$ cat src/rtl/fp16_to_fp8_packer.sv
// Four-lane FP16 -> FP8 (E4M3 / E5M2) converter with round-to-nearest-even.
// Two-stage valid/ready pipeline (unpack/align, round/pack) plus an overflow-lane counter.
module fp16_to_fp8_packer (
  input  logic        clk,
  input  logic        rst,
  input  logic        in_valid,
  output logic        in_ready,
  input  logic [63:0] in_data,
  input  logic        e5m2mode,
  input  logic        sat,
  output logic        out_valid,
  input  logic        out_ready,
  output logic [31:0] out_data,
  output logic [3:0]  out_flags,
  input  logic        clr_stats,
  output logic [15:0] ovf_count
);
  localparam int unsigned LANES = 4;

  // Aligned lane: kept magnitude bits, guard/sticky, and the exponent base they sit on
  typedef struct packed {
    logic       sign;
    logic       nan;
    logic       inf;
    logic       zero;
    logic [4:0] ebase;
    logic [3:0] kept;
    logic       guard;
    logic       sticky;
  } lane_t;

  // Normalise the FP16 value, then shift its significand to the FP8 mantissa grid.
  // Results below min normal get extra right shift, which yields the subnormal encoding.
  function automatic lane_t unpack_lane(input logic [15:0] h, input logic e5);
    lane_t       r;
    logic [4:0]  ef;
    logic [9:0]  mf;
    logic [10:0] sig;
    logic [15:0] wide;
    int          ex;
    int          te;
    int          sh;
    r      = '0;
    ef     = h[14:10];
    mf     = h[9:0];
    r.sign = h[15];
    sig    = {1'b1, mf};
    ex     = int'(ef) - 15;
    if (ef == 5'd31) begin
      r.nan = (mf != 10'd0);
      r.inf = (mf == 10'd0);
    end else if (ef == 5'd0) begin
      if (mf == 10'd0) begin
        r.zero = 1'b1;
      end else begin
        sig = '0;
        ex  = 0;
        for (int p = 0; p < 10; p++) begin
          if (mf[p]) begin
            sig = 11'(mf) << (10 - p);
            ex  = p - 24;
          end
        end
      end
    end
    if (!r.nan && !r.inf && !r.zero) begin
      te = ex + (e5 ? 15 : 7);
      sh = (e5 ? 8 : 7) + ((te < 1) ? (1 - te) : 0);
      if (sh > 12) sh = 12;
      wide     = 16'({sig, 12'd0} >> sh);
      r.kept   = wide[15:12];
      r.guard  = wide[11];
      r.sticky = |wide[10:0];
      r.ebase  = (te > 1) ? 5'(te - 1) : 5'd0;
    end
    return r;
  endfunction

  // Round and pack; returns {byte, nan, overflow, underflow, inexact}.
  // Mantissa carry ripples into the exponent field by plain addition.
  function automatic logic [11:0] pack_lane(input lane_t l, input logic e5, input logic st);
    logic [8:0] code;
    logic [6:0] maxc;
    logic       rup;
    logic       ovf;
    logic       unf;
    logic       inx;
    logic [7:0] b;
    maxc = e5 ? 7'h7B : 7'h7E;
    rup  = l.guard & (l.sticky | l.kept[0]);
    code = (e5 ? (9'(l.ebase) << 2) : (9'(l.ebase) << 3)) + 9'(l.kept) + 9'(rup);
    ovf  = l.inf | (!l.nan && (code > 9'(maxc)));
    unf  = !l.nan && !l.inf && !l.zero && (code == 9'd0);
    inx  = !l.nan && (ovf | unf | l.guard | l.sticky);
    if (l.nan)     b = {l.sign, 7'h7F};
    else if (ovf)  b = {l.sign, st ? maxc : (e5 ? 7'h7C : 7'h7F)};
    else           b = {l.sign, code[6:0]};
    return {b, l.nan, ovf, unf, inx};
  endfunction

  logic                   s1_valid;
  lane_t [LANES-1:0]      s1_lane;
  logic                   s1_e5;
  logic                   s1_sat;
  logic [2:0]             s2_novf;
  logic                   s1_adv;
  logic                   s2_adv;
  lane_t [LANES-1:0]      up_lane;
  logic [LANES-1:0][11:0] pk_res;
  logic [31:0]            pk_data;
  logic [3:0]             pk_flags;
  logic [2:0]             pk_novf;
  logic [16:0]            ovf_sum;

  assign s2_adv   = !out_valid || out_ready;
  assign s1_adv   = !s1_valid || s2_adv;
  assign in_ready = s1_adv;
  assign ovf_sum  = 17'(ovf_count) + 17'(s2_novf);

  always_comb begin
    for (int i = 0; i < LANES; i++) begin
      up_lane[i] = unpack_lane(in_data[16*i +: 16], e5m2mode);
      pk_res[i]  = pack_lane(s1_lane[i], s1_e5, s1_sat);
    end
  end

  // Merge lane results into the output beat
  always_comb begin
    pk_data  = '0;
    pk_flags = '0;
    pk_novf  = '0;
    for (int i = 0; i < LANES; i++) begin
      pk_data[8*i +: 8] = pk_res[i][11:4];
      pk_flags          = pk_flags | pk_res[i][3:0];
      pk_novf           = pk_novf + 3'(pk_res[i][2]);
    end
  end

  always_ff @(posedge clk) begin
    if (rst) begin
      s1_valid  <= 1'b0;
      s1_lane   <= '0;
      s1_e5     <= 1'b0;
      s1_sat    <= 1'b0;
      out_valid <= 1'b0;
      out_data  <= '0;
      out_flags <= '0;
      s2_novf   <= '0;
      ovf_count <= '0;
    end else begin
      if (s1_adv) begin
        s1_valid <= in_valid;
        if (in_valid) begin
          s1_lane <= up_lane;
          s1_e5   <= e5m2mode;
          s1_sat  <= sat;
        end
      end
      if (s2_adv) begin
        out_valid <= s1_valid;
        if (s1_valid) begin
          out_data  <= pk_data;
          out_flags <= pk_flags;
          s2_novf   <= pk_novf;
        end
      end
      if (clr_stats)
        ovf_count <= '0;
      else if (out_valid && out_ready)
        ovf_count <= ovf_sum[16] ? 16'hFFFF : ovf_sum[15:0];
    end
  end
endmodule

$ cat config.mk
export PLATFORM = sky130hd
export DESIGN_NAME = fp16_to_fp8_packer
export DESIGN_NICKNAME = d
export VERILOG_FILES = /design/src/rtl/fp16_to_fp8_packer.sv
export SDC_FILE = /design/constraint.sdc
export NUM_CORES = 1
export LEC_CHECK = 0
export CELL_PAD_IN_SITES_DETAIL_PLACEMENT = 0
export CELL_PAD_IN_SITES_GLOBAL_PLACEMENT = 2
export CORE_MARGIN = 2
export CORE_UTILIZATION = 38
export DETAILED_ROUTE_END_ITERATION = 12
export GPL_TIMING_DRIVEN = 0
export PLACE_DENSITY_LB_ADDON = 0.1
export SLEW_MARGIN = 15
export SYNTH_ARGS = -nofsm -noshare
export SYNTH_HDL_FRONTEND = slang
export SYNTH_SLANG_ARGS = --single-unit
$ cat constraint.sdc
create_clock -name clk -period 19.7 [get_ports clk]
set_input_delay 1.97 -clock clk [delete_from_list [all_inputs] [get_ports clk]]
set_output_delay 1.97 -clock clk [all_outputs]
set_load 0.1 [all_outputs]
==> impl_summary.md, run 1 <==
Outcome
The flow ran to the end, and the final reports show no timing, DRC or antenna violations.

Clock tree
The number of buffers on the longest clock path is 2. The H-tree depth reported by CTS is 4. The post-CTS repair timing setup buffer count is 0. The CTS sink count is 119.

The master cell of the clock root buffer is sky130_fd_sc_hd__clkbuf_16. After clock tree synthesis, the clock-pin slew on the worst setup and hold paths is 0.06 ns. The clock tree from TritonCTS is done. In this run, CTS created clock tree buffers numbering 17. The count of hold-fix buffers inserted at cts is 0. The later-pin clock latency in the skew report is 0.42 ns. After clock tree synthesis, the repair step resized 0 gates.

Timing
In the final timing run, aggregate negative setup slack is 0 ns. The number of pins with negative max-slew slack in the final report is 0. The portion of the clock cycle consumed by the worst path in the final layout is 67.22%. The highest attainable clock frequency is 75.51 MHz.

The worst clock skew on the final layout is 0.009772 ns. The final hold violation count is 0. The final critical delay including setup and external delays is 13.24 ns. Setup repair after global routing left no endpoint under its margin.

The slew at the pin closest to its max-slew limit is 1.163 ns. The worst slew slack as a fraction of its limit is 22.24%. Setup violations remaining at the end of the flow were counted as 0.

Synth
The count of yosys warnings during synthesis is 0. The number of synthesized register bits is 119. In the post-synthesis netlist, the biggest area contributors are sky130_fd_sc_hd__dfxtp_1 12%, sky130_fd_sc_hd__ha_1 7.0%, sky130_fd_sc_hd__a21oi_1 6.0%, sky130_fd_sc_hd__nand2_1 5.9%, sky130_fd_sc_hd__nor2_1 5.5%.

The share of synthesized flip-flops with an asynchronous set or reset is 0%. The number of cells produced by synthesis is 2849. The top flip-flop cell by instance count after synthesis is sky130_fd_sc_hd__dfxtp_1.

The mapped netlist covers 19470 µm². The mean post-synth cell area is 6.834 µm². The share of Yosys cell area claimed by the top area cell type is 12.24%.

The netlist uses 122 different library cells. Sorting the synthesized cells by how often they occur yields 304 x sky130_fd_sc_hd__nand2_1, 286 x sky130_fd_sc_hd__nor2_1, 232 x sky130_fd_sc_hd__a21oi_1. The sequential element share of the synthesized area is 12.24%. The most used standard cell by instance count after synthesis is sky130_fd_sc_hd__nand2_1. The cell type with the largest total area after synthesis is sky130_fd_sc_hd__dfxtp_1. The number of enable flip-flop cells after synthesis is 0. Synthesis produced a netlist with a net count of 3035.

Floorplanning
The die width is 230.4 µm. Row generation in the floorplan step produced 82 rows. The die covers 53060 µm². The die height is 230.4 µm. The top-level I/O count is 125.

After floorplanning, the core was sized to cover 50380 µm². The initial cell density of the core is 38.65%.

Min path
The worst hold path belongs to the class reg -> reg.

Global routing
The number of global-route vias before repair is 21.30k. The pin count of the biggest net entering global routing is 17. The first global-routing pass estimated 117700 µm of wire. Global routing used 26.92% of the available tracks across all layers. The initial antenna violation count is 0. The total congestion overflow after global routing is 0.

Worst setup path
In this run the worst path has a maximum fanout of 9. STA classifies the critical path endpoint as a register. The cell type with the highest occurrence count on the critical path is sky130_fd_sc_hd__ha_1. On the worst path, the slowest cell contributes a delay of 0.82 ns. The worst path required time is 20.01 ns. The worst setup path is launched from a primary input.

The kind of critical path is in -> reg. The slowest stage of the critical path is the sky130_fd_sc_hd__a21oi_1 cell. The critical path arrival is 13.55 ns.

Cells and area
The number of filler instances in the final layout is 5326. The final net count is 3165. The layout overhead on the synthesized area is 13.23%.

Of the cells placed in the final design, the portion with a size suffix greater than 1 is 6.484%. The number of antenna repair diodes is 0.

Power
In this run the power density over the cells is 58.70 nW/µm². The sum of internal, switching and leakage power is 1.294 mW. Summed over all cells, the static leakage comes to 8.340 nW. The worst-case vdd ir drop is 0.06252 mV.

Placement
The weighted congestion at the end of routability-driven global placement is 0.9529. The number of buffers inserted by port buffering is 111. The half-perimeter wire length after detailed placement is 58180 µm.

Route
The violation count after the first detailed-route iteration is 1895. The average wire per cell in the routed design is 20.22 µm. The detailed router placed 22.49k vias in this run.

The detailed-route vias per instance is 6.138. In the routed design, unresolved DRC markers number 0. The number of nets still failing antenna checks after routing is 0. For this run, the detailed router's first-pass iteration total came to 8. Summed over all layers, the routed wires come to 74070 µm.

Job
The number of maximum-capacitance violations is 0.
[area by class of cell]
class / instances / area (µm²) / share of cell area (%)
inverters: 121 / 454.2 / 2.060
clock buffers: 17 / 425.4 / 1.930
flip-flops and latches: 119 / 2382 / 10.81
plain buffers: 172 / 711.9 / 3.229
clock inverters: 15 / 202.7 / 0.9195
repair buffers: 111 / 1106 / 5.017
well taps: 672 / 840.8 / 3.814
multi-input cells: 2437 / 15920 / 72.22
[power breakdown]
group,switching [mW],leakage (nW),internal (mW)
Clock,0.121,0.292,0.212
Sequential,0.0115,0.970,0.252
Combinational,0.465,7.08,0.232
Total,0.598,8.34,0.696
[logic make-up after synthesis]
logic type                 Yosys count  synth area share [%]
and+or+nand+nor                   1177                 30.58
AOI/OAI and AO/OA                  929                 32.67
buffers and inverters              293                 5.989
DFF                                119                 12.24
xor gates and xnor gates           116                 5.462
adders and majority gates          116                 7.673
muxes                               99                 5.398
[routing by layer]
metal,GRT usage [%],wire length [µm]
met3,2.223,3316
met1,35.81,33980
met2,46.78,35050
met5,0,0
met4,6.855,1730
[worst max-delay path, delay by kind of cell]
family | cells | cell delay (ns)
adder cells (fa/ha/maj) | 5 | 1.33
XOR/XNOR | 1 | 0.18
buffers and inverters | 4 | 1.04
AO/OA/AOI/OAI | 15 | 4.49
AND/OR/NAND/NOR | 16 | 4.49
[flip-flops by register name (all words and copies together) (netlist names)]
register   flops
out_flags      4
s1_lane       56
out_valid      1
s1_sat         1
out_data      32
s2_novf        3
pk_res         4
s1_valid       1
s1_e5          1
ovf_count     16
[final timing paths]
check / slack (ns) / from / to / cells past startpoint
worst max register to register: 12.85 / s1_e5 / s2_novf[1] / 20
worst min-delay path: 0.46 / s1_lane[59] / out_data[31] / 2
worst max-delay path: 6.46 / in_data[10] / s1_lane[0] / 41
worst min register to register: 0.46 / s1_lane[59] / out_data[31] / 2
[stage by stage]
| stage | worst slack, ns | instances | hold slack, ns | utilization, % | instance area [µm²] |
|---|---|---|---|---|---|
| 6_report | 6.457 | 3664 | 0.4572 | 43.76 | 22040 |
| 5_1_grt | 5.621 | 3664 | 0.4847 | 43.76 | 22040 |
| 4_1_cts | 6.513 | 3664 | 0.4589 | 43.76 | 22040 |
| 3_5_place_dp | 6.136 | 3632 | 0.4491 | 42.51 | 21420 |
| 3_3_place_gp | 6.144 | 3632 | 0.4427 | 42.52 | 21420 |
| 2_1_floorplan | 9.034 | 2849 | 0.4322 | - | 19470 |
[cells in the final DEF (no fill, tap or decap), types with 59 or more instances in the layout]
cell                              synthesis  final
sky130_fd_sc_hd__a21oi_1                232    232
sky130_fd_sc_hd__ha_1                   109    109
sky130_fd_sc_hd__nand3_1                118    118
sky130_fd_sc_hd__clkdlybuf4s50_1          0    110
sky130_fd_sc_hd__nor2_1                 286    286
sky130_fd_sc_hd__o21ai_0                149    149
sky130_fd_sc_hd__nand2_1                304    304
sky130_fd_sc_hd__a31oi_1                 59     59
sky130_fd_sc_hd__inv_1                  119    119
sky130_fd_sc_hd__mux2i_1                 69     69
sky130_fd_sc_hd__dfxtp_1                119    119
sky130_fd_sc_hd__clkbuf_1               134    134
sky130_fd_sc_hd__xnor2_1                 71     71
sky130_fd_sc_hd__nor3_1                  80     80
(Power assumes the default switching activity.)
==> run 2: changes to the inputs <==
Settings changed: CORE_UTILIZATION 38 to 32.
Clock period 19.7 ns to 10.8 ns, I/O delays scaled along.
==> impl_summary.md, run 2 (synthesis gave the netlist of run 1 again) <==
Outcome
The run finished with clean final reports.

Worst setup path
The element type at the critical path end is a register. The startpoint identified for the worst register-to-register timing path is s1_e5. The cell type with the highest occurrence count on the critical path is sky130_fd_sc_hd__ha_1. The worst stage delay on the critical path is 0.57 ns. The critical path in this run is classified as in -> reg. The launching element type of the critical path is a primary input. For the worst flop-to-flop path, the logic depth is 20. For this design, the slowest cell found on the critical path is sky130_fd_sc_hd__a2111o_1.

The largest driver fanout on the critical path is 10. The critical path arrival is 10.75 ns. Across all register-to-register paths, the minimum setup slack is 3.94 ns. The endpoint of the most critical register-to-register path is s2_novf[1]. Data on the critical path is required at its endpoint by 11.13 ns.

Min path
The class of the tightest hold or removal check is reg -> reg. The worst hold endpoint is out_flags[3]. Counting instances, the worst hold path has a depth of 2. The launch instance of the worst min-delay path is out_flags[3].

Route
The first routing iteration left 1897 violations. The number of iterations in the first detailed-routing pass is 5. After detailed routing, the number of vias per cell comes to 5.948. Wires add up to 77070 µm. The detailed-route DRC error count is 0. In this run the remaining antenna-violating nets after routing total 0.

After detailed routing, the average wire length per cell comes to 20.40 µm. The overall via count from detail_route is 22.46k.

Clock tree
TritonCTS built the clock tree. Counting the buffers created by CTS gives 17. Clock-pin slew was measured on the worst setup and hold paths at 0.06 ns. The later-pin clock latency in the skew report is 0.41 ns. The CTS sink count is 119. The master cell of the clock root buffer is sky130_fd_sc_hd__clkbuf_16.

The clock tree synthesis step divided the H-tree into 4 levels. In this run the deepest clock path goes through 2 buffers.

Cells and area
In the final layout, the registers with the most flip-flops are s1_lane (56), out_data (32), ovf_count (16). Cells fill 37.83% of the core in the end. In the layout the commonest cells are 302 x sky130_fd_sc_hd__nand2_1, 278 x sky130_fd_sc_hd__nor2_1, 224 x sky130_fd_sc_hd__a21oi_1. The number of antenna repair diodes is 0. The finished cells cover 22790 µm². s1_lane holds more flip-flops than any other register. The layout overhead on the synthesized area is 17.06%. The number of filler instances in the final layout is 6424. The most frequent standard cell in the layout excluding fill and tap cells is sky130_fd_sc_hd__nand2_1.

Excluding fillers, the count of instances in the completed layout stands at 3777. The post-route netlist has 9.750% of its cells at a drive strength greater than 1. The register with the most flip-flops in the layout has 56 of them. The final net count is 3171.

Job
Max-cap violations in this run came to 0.

Floorplanning
The die covers 62830 µm². After floorplanning, the core was divided into 90 placement rows. In this run the count of I/O pins placed on the die edge is 125.

The initial utilization of the core area, before any placement, comes to 32.32%. The total area inside the core boundary comes to 60250 µm². The die width is 250.7 µm. The die height is 250.7 µm.

Power
IR analysis of the VDD net gives a maximum drop of 0.07911 mV. In this run the static leakage power is 8.508 nW. In this run the power density over the cells is 102.9 nW/µm².

Timing
The setup TNS is 0 ns. The worst clock skew on the final layout is 0.009033 ns. Setup violations remaining at the end of the flow were counted as 0. Setup repair after global routing could not meet its margin everywhere.

The slew at the pin closest to its max-slew limit is 1.177 ns. The number of pins with negative max-slew slack in the final report is 0. The post-layout worst setup margin is 0.3749 ns. The worst path in the final design needs a cycle of 10.43 ns, including I/O delays and setup. The final hold violation count is 0.

Derived from the worst setup path, the maximum achievable clock frequency is 95.92 MHz. The portion of the clock cycle consumed by the worst path in the final layout is 96.53%. The worst slew slack as a fraction of its limit is 21.28%.

Global routing
The total congestion overflow after global routing is 0. The number of global-route vias before repair is 21.54k. The initial antenna violation count is 1. Global routing used 23.67% of the available tracks. The pin count of the biggest net entering global routing is 17.

The global-route wire length before repair is 121300 µm.

Placement
The placed instances occupy a cell area of 21550 µm². Including well taps, the total number of placed cells is 3742. At the end of routability-driven placement, the weighted congestion stood at 0.9117. Port buffering added 111 buffers. The half-perimeter wire length after detailed placement is 60440 µm.

Before CTS, the worst setup slack after placement is -2.164 ns.
## run 2: cell count changes in the layout (fill, tap and decap cells not counted), sizes merged
cell,change
buf,+22
clkbuf,-7
clkinvlp,-5
bufinv,-4
inv,-2
dlymetal6s2s,+1
clkdlybuf4s50,-1
clkinv,-1
## run 2: power by group
group / internal, mW / total, mW / switching (mW)
registers: 0.460 / 0.481 / 0.0210
logic: 0.457 / 1.34 / 0.880
clock network: 0.331 / 0.527 / 0.196
total: 1.25 / 2.35 / 1.10
## run 2: through the flow
stage | power, mW | hold WS (ns)
2_1_floorplan | 1.386 | 0.4322
6_report | 2.345 | 0.4540
3_3_place_gp | 1.748 | 0.4436
5_1_grt | 2.497 | 0.4746
4_1_cts | 2.301 | 0.4536
3_5_place_dp | 1.747 | 0.4465
## run 2: how the worst max path moves through the flow
stage	from	to	slack, ns	cells past startpoint
detailed placement	in_data[10]	s1_lane[0]	-2.16	42
global placement	in_data[10]	s1_lane[0]	-2.11	41
global route	in_data[27]	s1_lane[15]	-0.08	39
CTS	in_data[10]	s1_lane[0]	-0.08	43
floorplan	in_data[26]	s1_lane[15]	1.02	40
finish	in_data[27]	s1_lane[15]	0.37	39
## run 2: layer usage
| metal | vias up | wire length [µm] | global-route usage [%] |
|---|---|---|---|
| met5 | - | 0 | 0 |
| met4 | 0 | 1111 | 4.192 |
| met3 | 60 | 3308 | 2.120 |
| met2 | 607 | 36800 | 41.25 |
| met1 | 10810 | 35850 | 31.93 |
| li1 | 10990 | - | - |
## run 2: timing repair
action,4_1_cts,5_1_grt
pin swaps,3,14
setup buffers,6,15
setup endpoints to repair,24,24
hold buffers,0,0
hold endpoints to repair,0,0
gates resized for setup,45,79
## run 2: area by class of cell
cell class | count | area [µm²] | area share [%]
buffer | 157 | 675.6 | 2.964
clock buffer | 26 | 529.3 | 2.322
clock inverter | 3 | 15.01 | 0.06588
inverter | 121 | 455.4 | 1.998
multi-input combinational | 2437 | 16480 | 72.29
sequential | 119 | 2382 | 10.45
tap | 782 | 978.4 | 4.293
timing repair buffer | 132 | 1279 | 5.610
## run 2: worst max-delay path: cells and delay by family
family	cells	cell delay [ns]
adders and majority gates	5	1.40
and+or+nand+nor	14	3.82
buffers and inverters	4	1.10
AOI/OAI and AO/OA	15	3.19
xor gates and xnor gates	1	0.13
==> run 3: changes to the inputs <==
Settings changed: CAP_MARGIN set to 10.
==> results of run 3 <==
Same layout as run 2: the final DEF is identical, and so are final timing and power.
==> patch: new RTL, config.mk and constraints of run 3 <==
Make the reset (`rst`) asynchronous in one clocked block.
--- a/src/rtl/fp16_to_fp8_packer.sv
+++ b/src/rtl/fp16_to_fp8_packer.sv
@@ -137,5 +137,5 @@
   end
 
-  always_ff @(posedge clk) begin
+  always_ff @(posedge clk or posedge rst) begin
     if (rst) begin
       s1_valid  <= 1'b0;
Function: not settled (the Yosys comparison gave no result); the edit may change what the design does.
==> patch against run 3 <==
Sequential power is 23% higher; critical path type unchanged; cell area is 3.2% lower; worst setup slack better by 0.094 ns; sequential cell count stayed put; largest power group unchanged; routed wire length is 6.3% lower; die area is 3.4% lower; area after synthesis is 3.5% lower; power is 26% higher; non-clock buffer count is 23 lower.
==> patch: results (changes against run 3) <==
Status: complete, no violations
Post-synth cell types: 108 (-11%)
Placer Congestion: 0.899 (-1.4%)
Fillers: 6,197 (-3.5%)
Hold Slack: 0.465 ns (+0.0105 ns)
Async S/R FF share, synth: 100% (+100 points)
Worst r2r dst: s2_novf[1]
Sequential share of the synthesized area: 15.8% (+3.6 points)
Critical Path Max Stage Delay: 0.54 ns (-0.03 ns)
Top_reg_cell synth: dfrtp_1
Int Power: 1440 uW (+16%)
Port bufs: 110 (-0.90%)
Max stage delay cell, worst path: clkdlybuf4s50_1
Starting DRT DRC Count: 1,677 (-12%)
Initial antenna violation count: 0 (-1)
Setup crit end: s1_lane[15]
First-pass GRT wire length: 114,000 um (-6.2%)
Slew @ Worst Pin: 1.18 ns (-0.00135 ns)
Vias: 21,300 (-5.1%)
Post-Place Cells: 3,555 (-5.0%)
Synth cell count leaders: 339 x nand2_1, 254 x nor2_1, 189 x a21oi_1, 166 x o21ai_0, 130 x clkbuf_1
Static Leak: 0.00848 uW (-0.37%)
Largest cells by area after synthesis: dfrtp_1 16%, ha_1 7.3%, nand2_1 6.8%
Hold Path Sink: out_data[15]
DP HPWL: 56,200 um (-7.0%)
Worst Clk Skew: 0.00678 ns (-0.00225 ns)
Start point of the critical path: in_data[26]
Post-Synthesis Cells: 2,679 (-6.0%)
Worst IR Drop VDD: 0.000129 V (+63%)
Register share of total power: 20.0% (-0.5 points)
# nets final: 3,000 (-5.4%)
Worst EP arrival: 10.61 ns (-0.14 ns)
Pwr Density: 134 mW/mm^2 (+30%)
Layout cell share with drive strength beyond 1: 8.60% (-1.2 points)
Clk pwr share: 19.7% (-2.8 points)
-- patch: repair_timing --
action | CTS | global route
gates resized for setup | 37 | 86
endpoints found under the setup margin | 19 | 24
pin swaps | 4 | 9
setup buffers | 7 | 10
-- patch: logic make-up (layout without fill, tap and decap cells) --
| logic type | count (synthesis) | in the layout | share of synthesized area [%] |
|---|---|---|---|
| xor+xnor | 106 | 106 | 5.01 |
| buf+inv | 266 | 414 | 5.49 |
| mux | 86 | 86 | 4.76 |
| fa+ha+maj | 115 | 115 | 7.90 |
| compound gates | 871 | 871 | 31.9 |
| flops | 119 | 119 | 15.8 |
| simple gates | 1116 | 1116 | 29.1 |
-- patch: layout make-up --
cell class | count | area share (%)
Inverter | 116 | 2.00
Clock inverter | 13 | 0.703
Tap cell | 765 | 4.34
Sequential cell | 119 | 13.5
Buffer | 138 | 2.58
Multi-Input combinational cell | 2294 | 69.2
Clock buffer | 19 | 2.01
Timing Repair Buffer | 128 | 5.69
-- patch: worst register-to-register path, cell delays in order, from the launching register on --
cell,delay (ns)
dfrtp_1,0.67
clkbuf_1,0.38
buf_1,0.62
clkbuf_1,0.51
buf_1,0.63
mux2_2,0.41
ha_1,0.31
a21oi_1,0.30
nor2b_1,0.12
nand2_1,0.10
xor2_1,0.06
o21ai_0,0.38
a31oi_1,0.14
o21bai_1,0.48
inv_1,0.22
fa_1,0.54
inv_1,0.04
ha_1,0.19
ha_1,0.27
nand2_1,0.07
o21ai_0,0.08
-- patch: routing by layer --
layer | vias to the layer above | share of wire [%] | GRT usage [%]
met2 | 603 | 44 | 36.0
met4 | 0 | 1.8 | 5.19
met5 | - | 0 | 0
met3 | 73 | 5.8 | 4.10
li1 | 10300 | - | -
met1 | 10300 | 48 | 33.0
